--- src/rtl/ps2_mouse_pkg.sv ---
// ---------------------------------------------------------------------------
// ps2_mouse_pkg
// Shared types and constants for the PS/2 mouse host sequencer.
//   state_e      : sequencer states (init handshake, stream framing, error)
//   CMD_* / RSP_*: PS/2 mouse command and response bytes
//   mouse_pkt_t  : one decoded stream packet (signed 9-bit deltas + buttons)
//   satDelta     : builds one 9-bit delta, saturating when the overflow bit is set
// ---------------------------------------------------------------------------
package ps2_mouse_pkg;

  typedef enum logic [3:0] {
    ST_SEND_RST,
    ST_W_ACK_RST,
    ST_W_BAT,
    ST_W_ID,
    ST_SEND_EN,
    ST_W_ACK_EN,
    ST_B0,
    ST_B1,
    ST_B2,
    ST_ERROR
  } state_e;

  localparam logic [7:0] CMD_RESET     = 8'hFF;
  localparam logic [7:0] CMD_EN_STREAM = 8'hF4;
  localparam logic [7:0] RSP_ACK       = 8'hFA;
  localparam logic [7:0] RSP_RESEND    = 8'hFE;
  localparam logic [7:0] RSP_ERR       = 8'hFC;
  localparam logic [7:0] RSP_BAT_OK    = 8'hAA;
  localparam logic [7:0] RSP_ID_STD    = 8'h00;

  typedef struct packed {
    logic [8:0] dx;
    logic [8:0] dy;
    logic [2:0] btn;
  } mouse_pkt_t;

  // An overflowed axis is clamped to the extreme of its sign:
  // negative -> -256 (9'h100), positive -> +255 (9'h0FF).
  function automatic logic [8:0] satDelta(input logic ovf, input logic sign,
                                          input logic [7:0] mag);
    logic [8:0] result;
    if (ovf) begin
      result = sign ? 9'h100 : 9'h0FF;
    end else begin
      result = {sign, mag};
    end
    return result;
  endfunction

endpackage

--- src/rtl/ps2_mouse_ctrl_pkt_decode.sv ---
// ---------------------------------------------------------------------------
// ps2_mouse_pkt_decode
// Purely combinational decode of the three stream-packet bytes into deltas
// and buttons, including overflow saturation.
// Ports:
//   i_byte0 in  8  status byte {yovf,xovf,ysign,xsign,1,mid,right,left}
//   i_byte1 in  8  X magnitude byte
//   i_byte2 in  8  Y magnitude byte
//   o_pkt   out    decoded mouse_pkt_t
// ---------------------------------------------------------------------------
module ps2_mouse_pkt_decode
  import ps2_mouse_pkg::*;
(
  input  logic [7:0] i_byte0,
  input  logic [7:0] i_byte1,
  input  logic [7:0] i_byte2,
  output mouse_pkt_t o_pkt
);

  // X uses overflow bit 6 and sign bit 4, Y uses overflow bit 7 and sign bit 5.
  always_comb begin
    o_pkt     = '0;
    o_pkt.dx  = satDelta(i_byte0[6], i_byte0[4], i_byte1);
    o_pkt.dy  = satDelta(i_byte0[7], i_byte0[5], i_byte2);
    o_pkt.btn = i_byte0[2:0];
  end

endmodule

--- src/rtl/ps2_mouse_ctrl.sv ---
// ---------------------------------------------------------------------------
// ps2_mouse_ctrl
// Host-side PS/2 mouse sequencer between a byte-level PHY and the position
// accumulator. Runs the init handshake (reset, BAT, ID, enable streaming),
// then frames 3-byte stream packets into signed 9-bit deltas plus buttons.
// Handles resend requests, response timeouts, bounded init retries and
// packet resynchronisation.
// Ports:
//   clk_i         in   1  system clock
//   rst_i         in   1  asynchronous active-high reset
//   tx_data_o     out  8  command byte for the PHY transmitter
//   tx_req_o      out  1  one-cycle pulse: transmit tx_data_o
//   tx_done_i     in   1  one-cycle pulse: PHY finished sending
//   rx_data_i     in   8  received byte
//   rx_valid_i    in   1  one-cycle pulse: rx_data_i valid
//   xm_o          out  9  signed X delta
//   ym_o          out  9  signed Y delta
//   btnm_o        out  3  {middle,right,left}
//   m_done_tick_o out  1  one-cycle pulse: packet outputs updated
//   init_done_o   out  1  high while streaming
//   err_o         out  1  high in ERROR, sticky until reset
// ---------------------------------------------------------------------------
module ps2_mouse_ctrl
  import ps2_mouse_pkg::*;
#(
  parameter int CLK_FREQ_HZ = 50_000_000,
  parameter int INIT_TMO_MS = 500,
  parameter int PKT_GAP_US  = 2000,
  parameter int RETRY_MAX   = 3
) (
  input  logic       clk_i,
  input  logic       rst_i,
  output logic [7:0] tx_data_o,
  output logic       tx_req_o,
  input  logic       tx_done_i,
  input  logic [7:0] rx_data_i,
  input  logic       rx_valid_i,
  output logic [8:0] xm_o,
  output logic [8:0] ym_o,
  output logic [2:0] btnm_o,
  output logic       m_done_tick_o,
  output logic       init_done_o,
  output logic       err_o
);

  // 64-bit math: CLK_FREQ_HZ * INIT_TMO_MS overflows 32 bits at 50 MHz.
  localparam longint INIT_TC_L = (longint'(CLK_FREQ_HZ) * longint'(INIT_TMO_MS)) / 1000;
  localparam longint GAP_TC_L  = (longint'(CLK_FREQ_HZ) * longint'(PKT_GAP_US)) / 1_000_000;
  localparam longint MAX_TC_L  = (INIT_TC_L > GAP_TC_L) ? INIT_TC_L : GAP_TC_L;
  localparam int     TMR_W     = $clog2(MAX_TC_L) + 1;
  localparam logic [TMR_W-1:0] INIT_LAST = TMR_W'(INIT_TC_L - 1);
  localparam logic [TMR_W-1:0] GAP_LAST  = TMR_W'(GAP_TC_L - 1);

  localparam int RTY_W = $clog2(RETRY_MAX + 2);
  localparam logic [RTY_W-1:0] RETRY_LIM = RTY_W'(RETRY_MAX);

  state_e           r_state;
  state_e           w_stateNext;
  logic [TMR_W-1:0] r_timer;
  logic [RTY_W-1:0] r_retryCnt;
  logic             r_issuePending;
  logic             r_txReq;
  logic [7:0]       r_txData;
  logic [7:0]       r_b0;
  logic [7:0]       r_b1;
  logic [8:0]       r_xm;
  logic [8:0]       r_ym;
  logic [2:0]       r_btn;
  logic             r_tick;

  logic             w_rxByte;
  logic             w_initTmo;
  logic             w_gapTmo;
  logic             w_fault;
  logic             w_retryInc;
  logic             w_capB0;
  logic             w_capB1;
  logic             w_emit;
  logic             w_sendEntry;
  logic [7:0]       w_expect;
  state_e           w_advance;
  state_e           w_owner;
  mouse_pkt_t       w_pkt;

  // A tx_done coinciding with rx_valid wins and the byte is dropped.
  assign w_rxByte  = rx_valid_i & ~tx_done_i;
  assign w_initTmo = (r_timer >= INIT_LAST);
  assign w_gapTmo  = (r_timer >= GAP_LAST);

  // Byte 2 is decoded straight from the PHY so the packet registers on the
  // same edge that sees its rx_valid.
  ps2_mouse_pkt_decode u_decode (
    .i_byte0 (r_b0),
    .i_byte1 (r_b1),
    .i_byte2 (rx_data_i),
    .o_pkt   (w_pkt)
  );

  // Per wait-state table: which response is expected, where a match leads,
  // and which SEND state a resend request returns to.
  always_comb begin
    w_expect  = RSP_ACK;
    w_advance = ST_W_BAT;
    w_owner   = ST_SEND_RST;
    case (r_state)
      ST_W_ACK_RST: begin
        w_expect  = RSP_ACK;
        w_advance = ST_W_BAT;
      end
      ST_W_BAT: begin
        w_expect  = RSP_BAT_OK;
        w_advance = ST_W_ID;
      end
      ST_W_ID: begin
        w_expect  = RSP_ID_STD;
        w_advance = ST_SEND_EN;
      end
      ST_W_ACK_EN: begin
        w_expect  = RSP_ACK;
        w_advance = ST_B0;
        w_owner   = ST_SEND_EN;
      end
      default: ;
    endcase
  end

  // Next-state logic. A received byte always takes priority over a timeout
  // in the same cycle; any init fault either restarts the handshake or, once
  // the retry budget is spent, parks the sequencer in ERROR.
  always_comb begin
    w_stateNext = r_state;
    w_fault     = 1'b0;
    w_retryInc  = 1'b0;
    w_capB0     = 1'b0;
    w_capB1     = 1'b0;
    w_emit      = 1'b0;
    case (r_state)
      ST_SEND_RST: if (tx_done_i) w_stateNext = ST_W_ACK_RST;
      ST_SEND_EN:  if (tx_done_i) w_stateNext = ST_W_ACK_EN;
      ST_W_ACK_RST, ST_W_BAT, ST_W_ID, ST_W_ACK_EN: begin
        if (w_rxByte) begin
          if (rx_data_i == w_expect) begin
            w_stateNext = w_advance;
          end else if (rx_data_i == RSP_RESEND) begin
            w_stateNext = w_owner;
          end else begin
            w_fault = 1'b1;
          end
        end else if (w_initTmo) begin
          w_fault = 1'b1;
        end
      end
      ST_B0: begin
        if (w_rxByte && rx_data_i[3]) begin
          w_capB0     = 1'b1;
          w_stateNext = ST_B1;
        end
      end
      ST_B1: begin
        if (w_rxByte) begin
          w_capB1     = 1'b1;
          w_stateNext = ST_B2;
        end else if (w_gapTmo) begin
          w_stateNext = ST_B0;
        end
      end
      ST_B2: begin
        if (w_rxByte) begin
          w_emit      = 1'b1;
          w_stateNext = ST_B0;
        end else if (w_gapTmo) begin
          w_stateNext = ST_B0;
        end
      end
      default: w_stateNext = ST_ERROR;
    endcase
    if (w_fault) begin
      if (r_retryCnt >= RETRY_LIM) begin
        w_stateNext = ST_ERROR;
      end else begin
        w_retryInc  = 1'b1;
        w_stateNext = ST_SEND_RST;
      end
    end
  end

  // A command goes out on every entry into a SEND state, including the very
  // first cycle after reset when the state is already SEND_RST.
  assign w_sendEntry = ((w_stateNext == ST_SEND_RST) || (w_stateNext == ST_SEND_EN)) &&
                       ((w_stateNext != r_state) || r_issuePending);

  // State, shared timeout timer and retry counter.
  always_ff @(posedge clk_i or posedge rst_i) begin
    if (rst_i) begin
      r_state        <= ST_SEND_RST;
      r_timer        <= '0;
      r_retryCnt     <= '0;
      r_issuePending <= 1'b1;
    end else begin
      r_state        <= w_stateNext;
      r_issuePending <= 1'b0;
      if ((w_stateNext != r_state) || w_rxByte) begin
        r_timer <= '0;
      end else if (r_timer != '1) begin
        r_timer <= r_timer + 1'b1;
      end
      if (w_retryInc) begin
        r_retryCnt <= r_retryCnt + 1'b1;
      end
    end
  end

  // Transmit request pulse and held command byte.
  always_ff @(posedge clk_i or posedge rst_i) begin
    if (rst_i) begin
      r_txReq  <= 1'b0;
      r_txData <= '0;
    end else begin
      r_txReq <= w_sendEntry;
      if (w_sendEntry) begin
        r_txData <= (w_stateNext == ST_SEND_EN) ? CMD_EN_STREAM : CMD_RESET;
      end
    end
  end

  // Packet byte capture and output registers; outputs hold between packets.
  always_ff @(posedge clk_i or posedge rst_i) begin
    if (rst_i) begin
      r_b0   <= '0;
      r_b1   <= '0;
      r_xm   <= '0;
      r_ym   <= '0;
      r_btn  <= '0;
      r_tick <= 1'b0;
    end else begin
      r_tick <= w_emit;
      if (w_capB0) r_b0 <= rx_data_i;
      if (w_capB1) r_b1 <= rx_data_i;
      if (w_emit) begin
        r_xm  <= w_pkt.dx;
        r_ym  <= w_pkt.dy;
        r_btn <= w_pkt.btn;
      end
    end
  end

  assign tx_req_o      = r_txReq;
  assign tx_data_o     = r_txData;
  assign xm_o          = r_xm;
  assign ym_o          = r_ym;
  assign btnm_o        = r_btn;
  assign m_done_tick_o = r_tick;
  assign init_done_o   = (r_state == ST_B0) || (r_state == ST_B1) || (r_state == ST_B2);
  assign err_o         = (r_state == ST_ERROR);

endmodule

--- config.mk ---
export PLATFORM = sky130hd
export DESIGN_NAME = ps2_mouse_ctrl
export DESIGN_NICKNAME = d
export VERILOG_FILES = /design/src/rtl/ps2_mouse_pkg.sv /design/src/rtl/ps2_mouse_ctrl_pkt_decode.sv /design/src/rtl/ps2_mouse_ctrl.sv
export SDC_FILE = /design/constraint.sdc
export NUM_CORES = 1
export LEC_CHECK = 0
export ABC_AREA = 1
export BUFFER_PORTS_ARGS = -buffer_cell sky130_fd_sc_hd__buf_2
export CORE_MARGIN = 3
export CORE_UTILIZATION = 35
export CTS_BUF_LIST = sky130_fd_sc_hd__clkbuf_8
export CTS_CLUSTER_DIAMETER = 200
export CTS_CLUSTER_SIZE = 14
export DETAILED_ROUTE_END_ITERATION = 16
export PLACE_DENSITY = 0.48
export SETUP_SLACK_MARGIN = 0.15
export SYNTH_ARGS = -nofsm -noshare
export SYNTH_HDL_FRONTEND = slang
export SYNTH_SLANG_ARGS = --single-unit
--- constraint.sdc ---
create_clock -name clk_i -period 2.75 [get_ports clk_i]
set_input_delay 0.4125 -clock clk_i [delete_from_list [all_inputs] [get_ports clk_i]]
set_output_delay 0.4125 -clock clk_i [all_outputs]
set_load 0.01 [all_outputs]
# --- Word level (Yosys, flattened, before mapping) ---
# Cells that the tools add are included.
word_totals:
  register_bits: 81
  latch_bits: 0
  ram_bits: 0
  mem_bits_ro: 0
  inputBits: 12
  out_inout_bits: 33
  mem_count: 0
classes:
  addsub: 2
  n_mul: 0
  div_mod_pow: 0
  n_lt_le_gt_ge: 3
  n_eq_ne: 14
  shifts: 0
  muxes: 34
  n_bitwise: 2
  n_reduce_logical: 11
op_table:
  columns: ["cell", "count"]
  rows:
  - ["26-bit 2-to-1 mux", 2]
  - ["4-bit 2-to-1 mux", 12]
  - ["9-bit 2-to-1 mux", 4]
  - ["26-bit by 1-bit adder with 26-bit output, second input constant", 1]
  - ["26-bit by 17-bit greater-or-equal comparator with 1-bit output, second input constant", 1]
  - ["26-bit by 25-bit greater-or-equal comparator with 1-bit output, second input constant", 1]
  - ["26-bit != test, second input constant", 1]
  - ["4-bit case mux with 6 select lines", 1]
  - ["4-bit by 3-bit equality test with 1-bit output, second input constant", 5]
  - ["8-bit case mux with 2 select lines", 1]
  - ["1-bit 2-to-1 mux", 12]
  - ["3-bit case mux with 3 select lines", 1]
  - ["4-bit by 2-bit equality test with 1-bit output, second input constant", 2]
  - ["4-bit equality test, second input constant", 2]
  - ["8-bit equality test", 1]
  - ["8-bit equality test, second input constant", 1]
  - ["4-bit zero test", 2]
  - ["1-bit logical OR", 5]
  - ["4-bit by 1-bit equality test with 1-bit output, second input constant", 1]
  - ["4-bit != test", 1]
  - ["4-bit OR reduction", 1]
  - ["3-bit by 1-bit adder with 3-bit output, second input constant", 1]
  - ["3-bit by 2-bit greater-or-equal comparator with 1-bit output, second input constant", 1]
  - ["3-bit 2-to-1 mux", 1]
  - ["4 further kinds", 5]

# --- Depth between registers and ports, before layout ---
# Gate-level depths: netlist (run 1).
logic_depth:
  word_depth: 10
  ltp_mapped: 21
  ltp_nobuf: 20

# --- Modules after synthesis ---
# A second synthesis (run 1) with hierarchy kept.
hier_totals:
  cells_unflattened: 574
  hier_area_um2: 4206.5
by_module_without_submodules:
  columns: ["mod", "instances", "cells_per_inst", "area_each_um2"]
  rows:
  - ["ps2_mouse_ctrl", 1, 531, 4021.4]
  - ["ps2_mouse_pkt_decode", 1, 43, 185.2]

# --- Worst setup path after synthesis (run 1) ---
# OpenSTA, ideal clock, no wires.
synth_path:
  kind: "flip-flop to flip-flop"
  start: "register r_timer[0]"
  end: "register r_timer[4]"
  setup_time_ns: 0.068
  arrival_ns: 2.030
  required_ns: 2.682
  setup_slack_ns: 0.651
  stages_incl_launch_ff: 19
  path_cell_list: "dfrtp_1 -> ha_1 -> nand2_1 -> nor2_2 -> nand2_1 -> nand3_1 -> nand2_1 -> nand2_1 -> nand2_1 -> a21oi_2 -> nand2_2 -> nand3_2 -> nand2_1 -> nand2_1 -> nand2_2 -> nor2_4 -> nand3_4 -> buf_6 -> nor2_4"
synth_via:
  elab_chain_cells: 8
synth_rtl:
  columns: ["element", "line", "text"]
  rows:
  - ["start, declared", "ps2_mouse_ctrl.sv:59", "logic [TMR_W-1:0] r_timer;"]
  - ["start signal, assigned", "ps2_mouse_ctrl.sv:205", "r_timer <= r_timer + 1'b1;"]
  - ["26-bit by 17-bit greater-or-equal comparator with 1-bit output / 26-bit by 25-bit greater-or-equal comparator with 1-bit output (equally long branches)", "ps2_mouse_ctrl.sv:88, ps2_mouse_ctrl.sv:87", null]
  - ["4-bit 2-to-1 mux / 1-bit 2-to-1 mux (equally long branches)", "ps2_mouse_ctrl.sv:163, ps2_mouse_ctrl.sv:171, ps2_mouse_ctrl.sv:149", null]
  - ["4-bit 2-to-1 mux (tied with other cells)", "ps2_mouse_ctrl.sv:168", "if (w_rxByte) begin"]
  - ["4-bit case mux with 6 select lines / 1-bit 2-to-1 mux (equally long branches)", "ps2_mouse_ctrl.sv:137", "case (r_state)"]
  - ["4-bit 2-to-1 mux", "ps2_mouse_ctrl.sv:177", "if (w_fault) begin"]
  - ["4-bit != test", "ps2_mouse_ctrl.sv:202", "if ((w_stateNext != r_state) || w_rxByte) begin"]
  - ["1-bit logical OR", "ps2_mouse_ctrl.sv:202", null]
  - ["26-bit 2-to-1 mux / 2-bit nonzero test (equally long branches)", null, null]
# Parallel ways exist; a longest one is shown, timed or not. The select of a mux whose other input is x is not followed.
# A chain may end at the register's enable or synchronous reset.

# --- Final worst setup path (run 1) ---
layout_path:
  start: "register r_state[1]"
  end: "register r_timer[17]"
layout_via:
  elab_chain_cells: 10
layout_rtl:
  columns: ["element", "line", "text"]
  rows:
  - ["start, declared", "ps2_mouse_ctrl.sv:57", "state_e r_state;"]
  - ["start signal, assigned", "ps2_mouse_ctrl.sv:200", "r_state <= w_stateNext;"]
  - ["4-bit by 2-bit equality test with 1-bit output / 4-bit by 3-bit equality test with 1-bit output (equally long branches)", "ps2_mouse_ctrl.sv:105, ps2_mouse_ctrl.sv:137", null]
  - ["8-bit case mux with 2 select lines / 3-bit 2-to-1 mux (equally long branches)", "ps2_mouse_ctrl.sv:105", "case (r_state)"]
  - ["8-bit equality test / 4-bit 2-to-1 mux (equally long branches)", "ps2_mouse_ctrl.sv:142, ps2_mouse_ctrl.sv:144", null]
  - ["4-bit 2-to-1 mux / 1-bit 2-to-1 mux (equally long branches)", "ps2_mouse_ctrl.sv:142", "if (rx_data_i == w_expect) begin"]
  - ["4-bit 2-to-1 mux / 1-bit 2-to-1 mux (equally long branches)", "ps2_mouse_ctrl.sv:141", "if (w_rxByte) begin"]
  - ["4-bit case mux with 6 select lines / 1-bit 2-to-1 mux (equally long branches)", "ps2_mouse_ctrl.sv:137", null]
  - ["4-bit 2-to-1 mux", "ps2_mouse_ctrl.sv:177", null]
  - ["4-bit != test *", "ps2_mouse_ctrl.sv:202", null]
  - ["1-bit logical OR *", "ps2_mouse_ctrl.sv:202", null]
  - ["26-bit 2-to-1 mux / 2-bit nonzero test (equally long branches)", null, null]
# Every way passes the cells marked *; elsewhere a longest branch is shown, timed or not.

==> metrics.txt, run 1 <==
die footprint=13,400 sq um; Req. time, crit path=3050 ps; I/O pins=45; Post-Syn Instances=549; Sink Count=74; Post-Synthesis Cell Area=4210 sq um; via count=3,474; num rows=39; vias in the first global route=3,424; Critical Path Fanout Max=6; Synth area leaders=dfrtp_1 (43%), nand2_1 (14%), inv_1 (5.8%); final setup TNS=0 ps; max cap viols=0; Sw Ratio=38.0%; initial antenna violation count=0; area share of the largest cell type after synthesis=43.4%; CTS buffer count=9; placed cell area=4600 sq um; register area=1860 sq um; Residual DRC=0; Via density=4.62; die height=116 um; Power Total=3.85 mW; FF+latch count, synth=74; Clk pwr share=23.6%; minimum clock period after layout=2390 ps; sequential area share after synthesis=44.0%; crit share post-route=87.0%; leak pwr=2.41 nW; critical path arrival=2690 ps; Clock Skew=13.4 ps; total gr overflow=0; Global Route Usage Sum=15.4%; I/O Buffers=44; fraction of layout cells with a size suffix above 1=23.8%; gp weighted congestion=0.846; drt first pass iters=4; HPWL after detailed placement=7.12 mm; Hold Vio Cnt, Final=0; worst setup path class=register to register; final non-filler cell total=752; Reg clk slew, reported paths=90 ps; Final Max Tran Viols=0; sequential power share=36.7%; Final ANT Viol Nets=0; Final WS setup=358 ps; Layout fillers=1,220; Die X=116 um; Multi-input gate area=2010 sq um; CP Capture Type=register; RSZ-0062 raised after global routing=false; initial core utilization=36.4%; CP startpoint kind=register; pre-CTS WS=202 ps; DRT Wirelength=9.58 mm; Diodes inserted=0; Clock Latency Late Sink=370 ps; CTS H-tree depth=3; CORE AREA=11,600 sq um; DRT iter0 DRCs=176; largest net degree at the start of global routing=75; Avg Cell Area, Syn=7.66 sq um; Area Overhead vs Synth=17.8%; syn_nets=564; Worst Hold Class=primary input to async pin; hold_ws=120 ps; Ys Warns=0; cell taking the most area after synthesis=dfrtp_1; fin util=42.8%; placed insts=727; Root Driver=clkbuf_8; status=finished clean; Max VDD drop=0.327 mV; CTS Buffer Depth=2; design area=4950 sq um; fmax=0.418 GHz; first-pass GRT wire length=16.2 mm; Pwr per Cell Area=776 nW/um^2; P_sw=1.46 mW; relative slew slack=51.6%; worst slew pin tran=725 ps; Pint=2.38 mW; Gate power share=39.7%; Final setup viols=0; TritonCTS clock tree=yes; DR WL/cell=12.7 um; final net count=619; Synth cell types=40
metal layers:
layer / vias up / wire (um) / global-route usage (%)
met4: 0 / 219 / 7.42
li1: 1823 / - / -
met3: 18 / 265 / 3.08
met2: 47 / 4560 / 25.1
met5: - / 0 / 0
met1: 1586 / 4530 / 19.7
timing repair:
| action | 4_1_cts | 5_1_grt |
|---|---|---|
| endpoints found under the setup margin | 0 | 26 |
| hold buffers | 0 | 0 |
| gates resized for setup | 0 | 10 |
| buffers inserted | 0 | 6 |
| hold endpoints to repair | 0 | 0 |
cell usage in the layout (no fill, tap or decap), types with 2 or more instances in the layout:
cell,count
nor2_2,14
inv_2,11
inv_1,64
a21oi_1,8
buf_2,44
clkbuf_8,11
nand2_2,10
clkbuf_16,2
dfrtp_2,2
buf_12,3
nor3_2,3
nand3_1,30
nor3_1,19
buf_4,12
nand2_1,157
o21ai_0,43
dfrtp_1,71
ha_1,2
nand4_1,5
xor2_1,12
nor2_1,40
nand3_2,2
xnor2_1,4
inv_6,2
nor2_4,16
logic make-up (layout without fill, tap and decap cells):
family                     Yosys count  count (layout)  synth area share [%]
AOI/OAI and AO/OA                   59              59                  7.61
buffers and inverters               93             152                  9.40
xor gates and xnor gates            16              16                  3.33
DFF                                 74              74                  44.0
muxes                                1               1                 0.268
adders and majority gates            3               3                 0.892
other                                1               1                0.0891
and+or+nand+nor                    302             303                  34.4
synthesized netlist by cell type:
library cell	n
nor3_2	2
nor3_4	1
a21oi_2	2
nand2_2	7
inv_2	10
a21oi_1	8
nor2_1	40
dfrtp_1	73
inv_1	65
o21ai_2	1
buf_6	2
mux2_2	1
nand2_4	1
ha_1	3
xor2_1	12
o22ai_1	1
nor2_2	15
a21boi_0	1
buf_2	1
clkbuf_1	5
dfstp_2	1
nand3_4	1
nand2_1	160
nor2_4	15
nand4_1	5
or4_1	1
o21a_1	1
nand3b_2	1
buf_4	8
nor3b_1	1
and2_1	1
xnor2_1	4
o32ai_1	1
nand3_2	1
nand3_1	30
buf_1	2
o21ai_0	43
nor3_1	20
a211o_1	1
conb_1	1
worst paths after layout:
| check | depth (start not counted) | from | end | slack [ps] |
|---|---|---|---|---|
| max | 19 | r_state[1] | r_timer[17] | 360 |
| min | 3 | rst_i | ym_o[0] | 120 |
| max reg2reg | 19 | r_state[1] | r_timer[17] | 360 |
| min reg2reg | 2 | xm_o[5] | xm_o[5] | 470 |
| max in group asynchronous | 3 | rst_i | r_issuePending | 2280 |
| min in group clk_i | 3 | rx_data_i[1] | r_b0[1] | 280 |
layout make-up:
cell class	count	share of cell area [%]
clock buffer	11	3.06
clock inverter	5	1.21
inverter	75	5.68
multi-input combinational	383	40.5
sequential	74	37.4
tap	143	3.61
timing repair buffer	61	8.48
flip-flops by register name (all words and copies together), names as in the netlist:
signal / flops
r_timer: 26
xm_o: 9
ym_o: 9
r_b1: 8
r_b0: 7
r_state: 4
btnm_o: 3
r_retryCnt: 3
tx_data_o: 2
m_done_tick_o: 1
r_issuePending: 1
tx_req_o: 1
power by group through the flow:
stage               Sequential [mW]  Combinational, mW  Clock [mW]
floorplan                      1.46              0.914           0
global placement               1.43               1.33           0
detailed placement             1.43               1.33           0
CTS                            1.41               1.33       0.939
global route                   1.44               1.72       0.992
finish                         1.41               1.53       0.908
critical path, cell delays in order, from the launching register on:
cell	delay, ps
dfrtp_1	440
buf_4	180
nand2_1	110
nand2_1	60
nand2_1	50
nand2_1	80
nor2_4	150
nand2_4	80
nand2_1	60
nand3_1	80
nand2_1	70
nand2_1	50
nand2_1	70
nand2_1	90
nand2_1	70
nand2_1	80
nor2_4	140
nand3_4	180
clkbuf_16	220
nor2_2	70
Note: power is estimated with default switching activity, not from simulation.
==> inputs of run 2 (changes only) <==
- SYNTH_HIERARCHICAL: unset -> 1
==> metrics.txt, run 2 <==
Die X=115 um; most frequent CP cell=nand2_2; Max VDD drop=0.472 mV; status=finished clean; worst setup path class=register to register; most frequent cells in the layout=nand2_1 (195), dfrtp_1 (71), inv_1 (57); Area Overhead vs Synth=18.9%; DRT Wirelength=9.84 mm; Root Driver=clkbuf_8; Final setup viols=0; Via density=4.68; number of flip-flops in the largest register=26; final net count=635; initial core utilization=36.2%; Worst path slowest cell=dfrtp_1; Critical Path Fanout Max=7; fmax=0.401 GHz; Sink Count=74; I/O Buffers=44; CTS Buffer Depth=2; vias in the first global route=3,419; placed cell area=4510 sq um; pre-CTS WS=168 ps; largest net degree at the start of global routing=60; die footprint=13,300 sq um; minimum clock period after layout=2500 ps; Reg clk slew, reported paths=80 ps; DR WL/cell=12.8 um; Worst Min Path Start=rx_data_i[6]; Post-Syn Instances=571; syn_nets=586; TritonCTS clock tree=yes; Clock Latency Late Sink=370 ps; fraction of layout cells with a size suffix above 1=22.1%; design area=4960 sq um; Max stage delay on crit path=400 ps; HPWL after detailed placement=7.11 mm; Worst Setup SP=r_timer[0]; total gr overflow=0; final setup TNS=0 ps; critical path arrival=2800 ps; drt first pass iters=5; RSZ-0062 raised after global routing=true; hold_ws=355 ps; CTS buffer count=9; CP startpoint kind=register; Worst Hold Class=primary input to register; die height=115 um; DRT iter0 DRCs=292; initial antenna violation count=0; most common cell after layout, fill and taps aside=nand2_1; gp weighted congestion=0.842; CP Capture Type=register; Post-Synthesis Cell Area=4170 sq um; Diodes inserted=0; Reg with most FFs=r_timer; global routing met1 resource utilization=20.4%; Residual DRC=0; I/O pins=45; Global Route Usage Sum=15.7%; Final Max Tran Viols=0; Pwr per Cell Area=740 nW/um^2; num rows=39; CORE AREA=11,500 sq um; leak pwr=2.55 nW; Final WS setup=254 ps; Reg2Reg Launch Point=r_timer[0]; Clock Skew=11.8 ps; relative slew slack=58.8%; Avg Cell Area, Syn=7.31 sq um; Top Usage Layer GRT=met2; Layout fillers=1,211; CTS H-tree depth=3; crit share post-route=90.8%; met3 Use GR=4.11%; worst-path cell chain=ha_2 -> nand2_2 -> nor2_4 -> nand2_4 -> nand2_2 -> nand2_1 -> nand2_1 -> nand2_2 -> a21oi_4 -> nand2_2 -> or2_4 -> nand3_2 -> nand2_2 -> nor2_4 -> nand3_4 -> clkbuf_16 -> a21oi_2; met2 Resource Use GR=25.0%; Ys Warns=6; max cap viols=0; Final ANT Viol Nets=0; Req. time, crit path=3050 ps; via count=3,597; worst slew pin tran=617 ps; Hold Vio Cnt, Final=0; first-pass GRT wire length=16.5 mm
run 2: critical path: cells and delay by family (launching register included):
family	cells	cell delay [ps]
simple gates	13	1320
flops	1	400
fa+ha+maj	1	210
compound gates	2	260
buf+inv	1	220
run 2: power breakdown:
part	total, mW	internal, mW	switching, mW	leakage (nW)
registers	1.35	1.23	0.116	0.991
clock network	0.940	0.529	0.412	0.111
logic	1.39	0.549	0.842	1.45
run 2: timing repair:
action                                  CTS  global route
endpoints found under the setup margin    3            29
pin swaps                                 0            13
resized for setup                         2            30
hold buffers                              1             0
setup buffers                             0             5
hold endpoints to repair                  8             0
cloned                                    0             3
run 2: path summary, 6_finish.rpt:
kind	endpoint	slack (ps)	cells past startpoint
min reg2reg	xm_o[7]	470	2
max reg2reg	r_timer[25]	250	17
min	r_b0[6]	360	3
min in group asynchronous	r_timer[4]	560	3
max	r_timer[25]	250	17
max in group asynchronous	r_issuePending	1500	4
run 2: final cells by class:
cell class                      instances  area (sq um)  share of cell area (%)
Timing Repair Buffer                   62           422                    8.49
Clock buffer                           10           138                    2.77
Sequential cell                        74          1860                    37.4
Clock inverter                          6          82.6                    1.66
Tap cell                              143           179                    3.60
Inverter                               63           236                    4.76
Multi-Input combinational cell        410          2050                    41.3
run 2: metal layers:
layer	part of all wire (%)	up-vias
met5	0	-
met4	1.9	0
met3	3.1	14
met2	47	51
met1	48	1646
li1	-	1886
run 2: per-stage QoR:
stage / utilization (%) / cells / total power [mW]
final: 43.1 / 768 / 3.68
after global routing: 43.1 / 768 / 3.93
after CTS: 41.3 / 760 / 3.44
after detailed placement: 39.2 / 743 / 2.47
after global placement: 39.2 / 743 / 2.47
after floorplan: - / 571 / 2.18
==> inputs of run 3 (changes only) <==
- CORE_UTILIZATION: 35 -> 60
- PLACE_DENSITY: 0.48 -> 0.77
- clock period: 2.75 -> 2.7 ns (I/O delays scaled with it)
==> metrics.txt, run 3 (synthesis gave the netlist of run 2 again) <==
vias in the first global route=3,414; Residual DRC=0; cells on worst reg2reg path=17; Max VDD drop=0.615 mV; final net count=637; DRT iter0 DRCs=231; DRT Wirelength=9.18 mm; Pwr per Cell Area=774 nW/um^2; CORE AREA=6530 sq um; HPWL after detailed placement=6.39 mm; I/O pins=45; hold_ws=190 ps; CTS Buffer Depth=2; sequential power share=36.4%; relative slew slack=47.7%; Sw Ratio=39.7%; largest net degree at the start of global routing=39; Power Total=3.74 mW; status=finished clean; Worst Hold Class=primary input to async pin; Root Driver=clkbuf_8; Clock Latency Late Sink=350 ps; num rows=29; worst slew pin tran=783 ps; Reg clk slew, reported paths=90 ps; CP startpoint kind=register; first-pass GRT wire length=15.1 mm; Hold Vio Cnt, Final=0; Final WS setup=210 ps; Final ANT Viol Nets=0; drt first pass iters=4; final setup TNS=0 ps; Multi-input gate area=2050 sq um; die height=89.4 um; total gr overflow=0; critical path arrival=2770 ps; via count=3,823; minimum clock period after layout=2490 ps; I/O Buffers=44; Clk pwr share=24.2%; number of flip-flops in the largest register=26; max cap viols=0; Pint=2.25 mW; initial core utilization=63.9%; reg2reg setup slack=210 ps; die footprint=7990 sq um; Global Route Usage Sum=24.0%; CP Capture Type=register; TritonCTS clock tree=yes; fraction of layout cells with a size suffix above 1=22.6%; CTS buffer count=9; Critical R2R Capture=r_timer[25]; Area Overhead vs Synth=15.8%; leak pwr=2.51 nW; register area=1850 sq um; Gate power share=39.4%; Layout fillers=507; Final Max Tran Viols=0; crit share post-route=92.2%; Req. time, crit path=2980 ps; Reg with most FFs=r_timer; worst setup path class=register to register; CTS H-tree depth=3; RSZ-0062 raised after global routing=true; Final setup viols=0; Critical Path Fanout Max=6; Via density=5.43; fmax=0.402 GHz; Diodes inserted=0; Sink Count=74; Die X=89.4 um; most common cell after layout, fill and taps aside=nand2_1; most frequent cells in the layout=nand2_1 (197), dfrtp_1 (72), inv_1 (55); P_sw=1.49 mW; gp weighted congestion=0.939; Clock Skew=11.3 ps; initial antenna violation count=0; Reg2Reg Launch Point=r_timer[1]; pre-CTS WS=-25.9 ps; DR WL/cell=13.0 um
==> run 3: cell types whose count changed in the layout (fill, tap and decap cells not counted), sizes merged, moves of 2 or more <==
cell	previous run	this run
buf	59	61
clkinv	0	2
nand3	31	34
clkbuf	12	10
==> run 3: how the worst max path moves through the flow <==
stage / cells after the start / to / start
3_3_place_gp: 16 / r_timer[16] / r_timer[0]
2_1_floorplan: 18 / r_timer[25] / r_timer[0]
5_1_grt: 17 / r_timer[19] / r_timer[1]
4_1_cts: 17 / r_timer[25] / r_timer[1]
6_report: 17 / r_timer[25] / r_timer[1]
3_5_place_dp: 16 / r_timer[15] / r_timer[0]
==> run 3: layer usage <==
metal | GRT usage (%) | vias up | part of all wire [%]
met2 | 41.1 | 121 | 49
li1 | - | 1898 | -
met1 | 30.5 | 1782 | 44
met5 | 0 | - | 0
met3 | 3.50 | 22 | 5.7
met4 | 9.88 | 0 | 2.1
==> run 3: timing repair <==
item	in CTS	in global routing
cloned	3	0
hold buffers	0	0
setup endpoints to repair	27	29
pin swaps	2	18
gates resized for setup	6	18
setup buffers	2	6
==> run 3: area by class of cell <==
cell class,count,area share (%)
flip-flops and latches,74,38.4
repair buffers,61,7.97
multi-input cells,413,42.4
well taps,77,1.99
clock buffers,10,2.85
inverters,63,4.89
clock inverters,6,1.50
==> run 3: worst max-delay path, stage by stage, from the launching register on <==
cell and delay, ps:
dfrtp_1 370, ha_2 190, nand2_2 70, nor2_4 150, nand2_2 90, nand2_1 70
nand2_1 40, nand2_1 80, nand2_1 60, a21oi_2 200, nand2_2 90, or2_4 280
nand3_2 80, nand2_2 60, nor2_4 160, buf_12 140, nand3_4 130, a21oi_2 150
==> run 3: metrics by stage <==
stage	std cells	instance area, sq um	utilization (%)
6_report	704	4830	74.0
5_1_grt	704	4830	74.0
4_1_cts	698	4720	72.2
3_5_place_dp	677	4420	67.6
3_3_place_gp	677	4420	67.6
2_1_floorplan	571	4170	-
==> run 3: power by group through the flow <==
stage,Clock (mW),Combinational [mW],Sequential (mW)
after floorplan,0,0.823,1.40
after global placement,0,1.02,1.37
after detailed placement,0,1.04,1.38
after CTS,0.917,1.34,1.36
after global routing,0.969,1.62,1.38
final,0.906,1.47,1.36
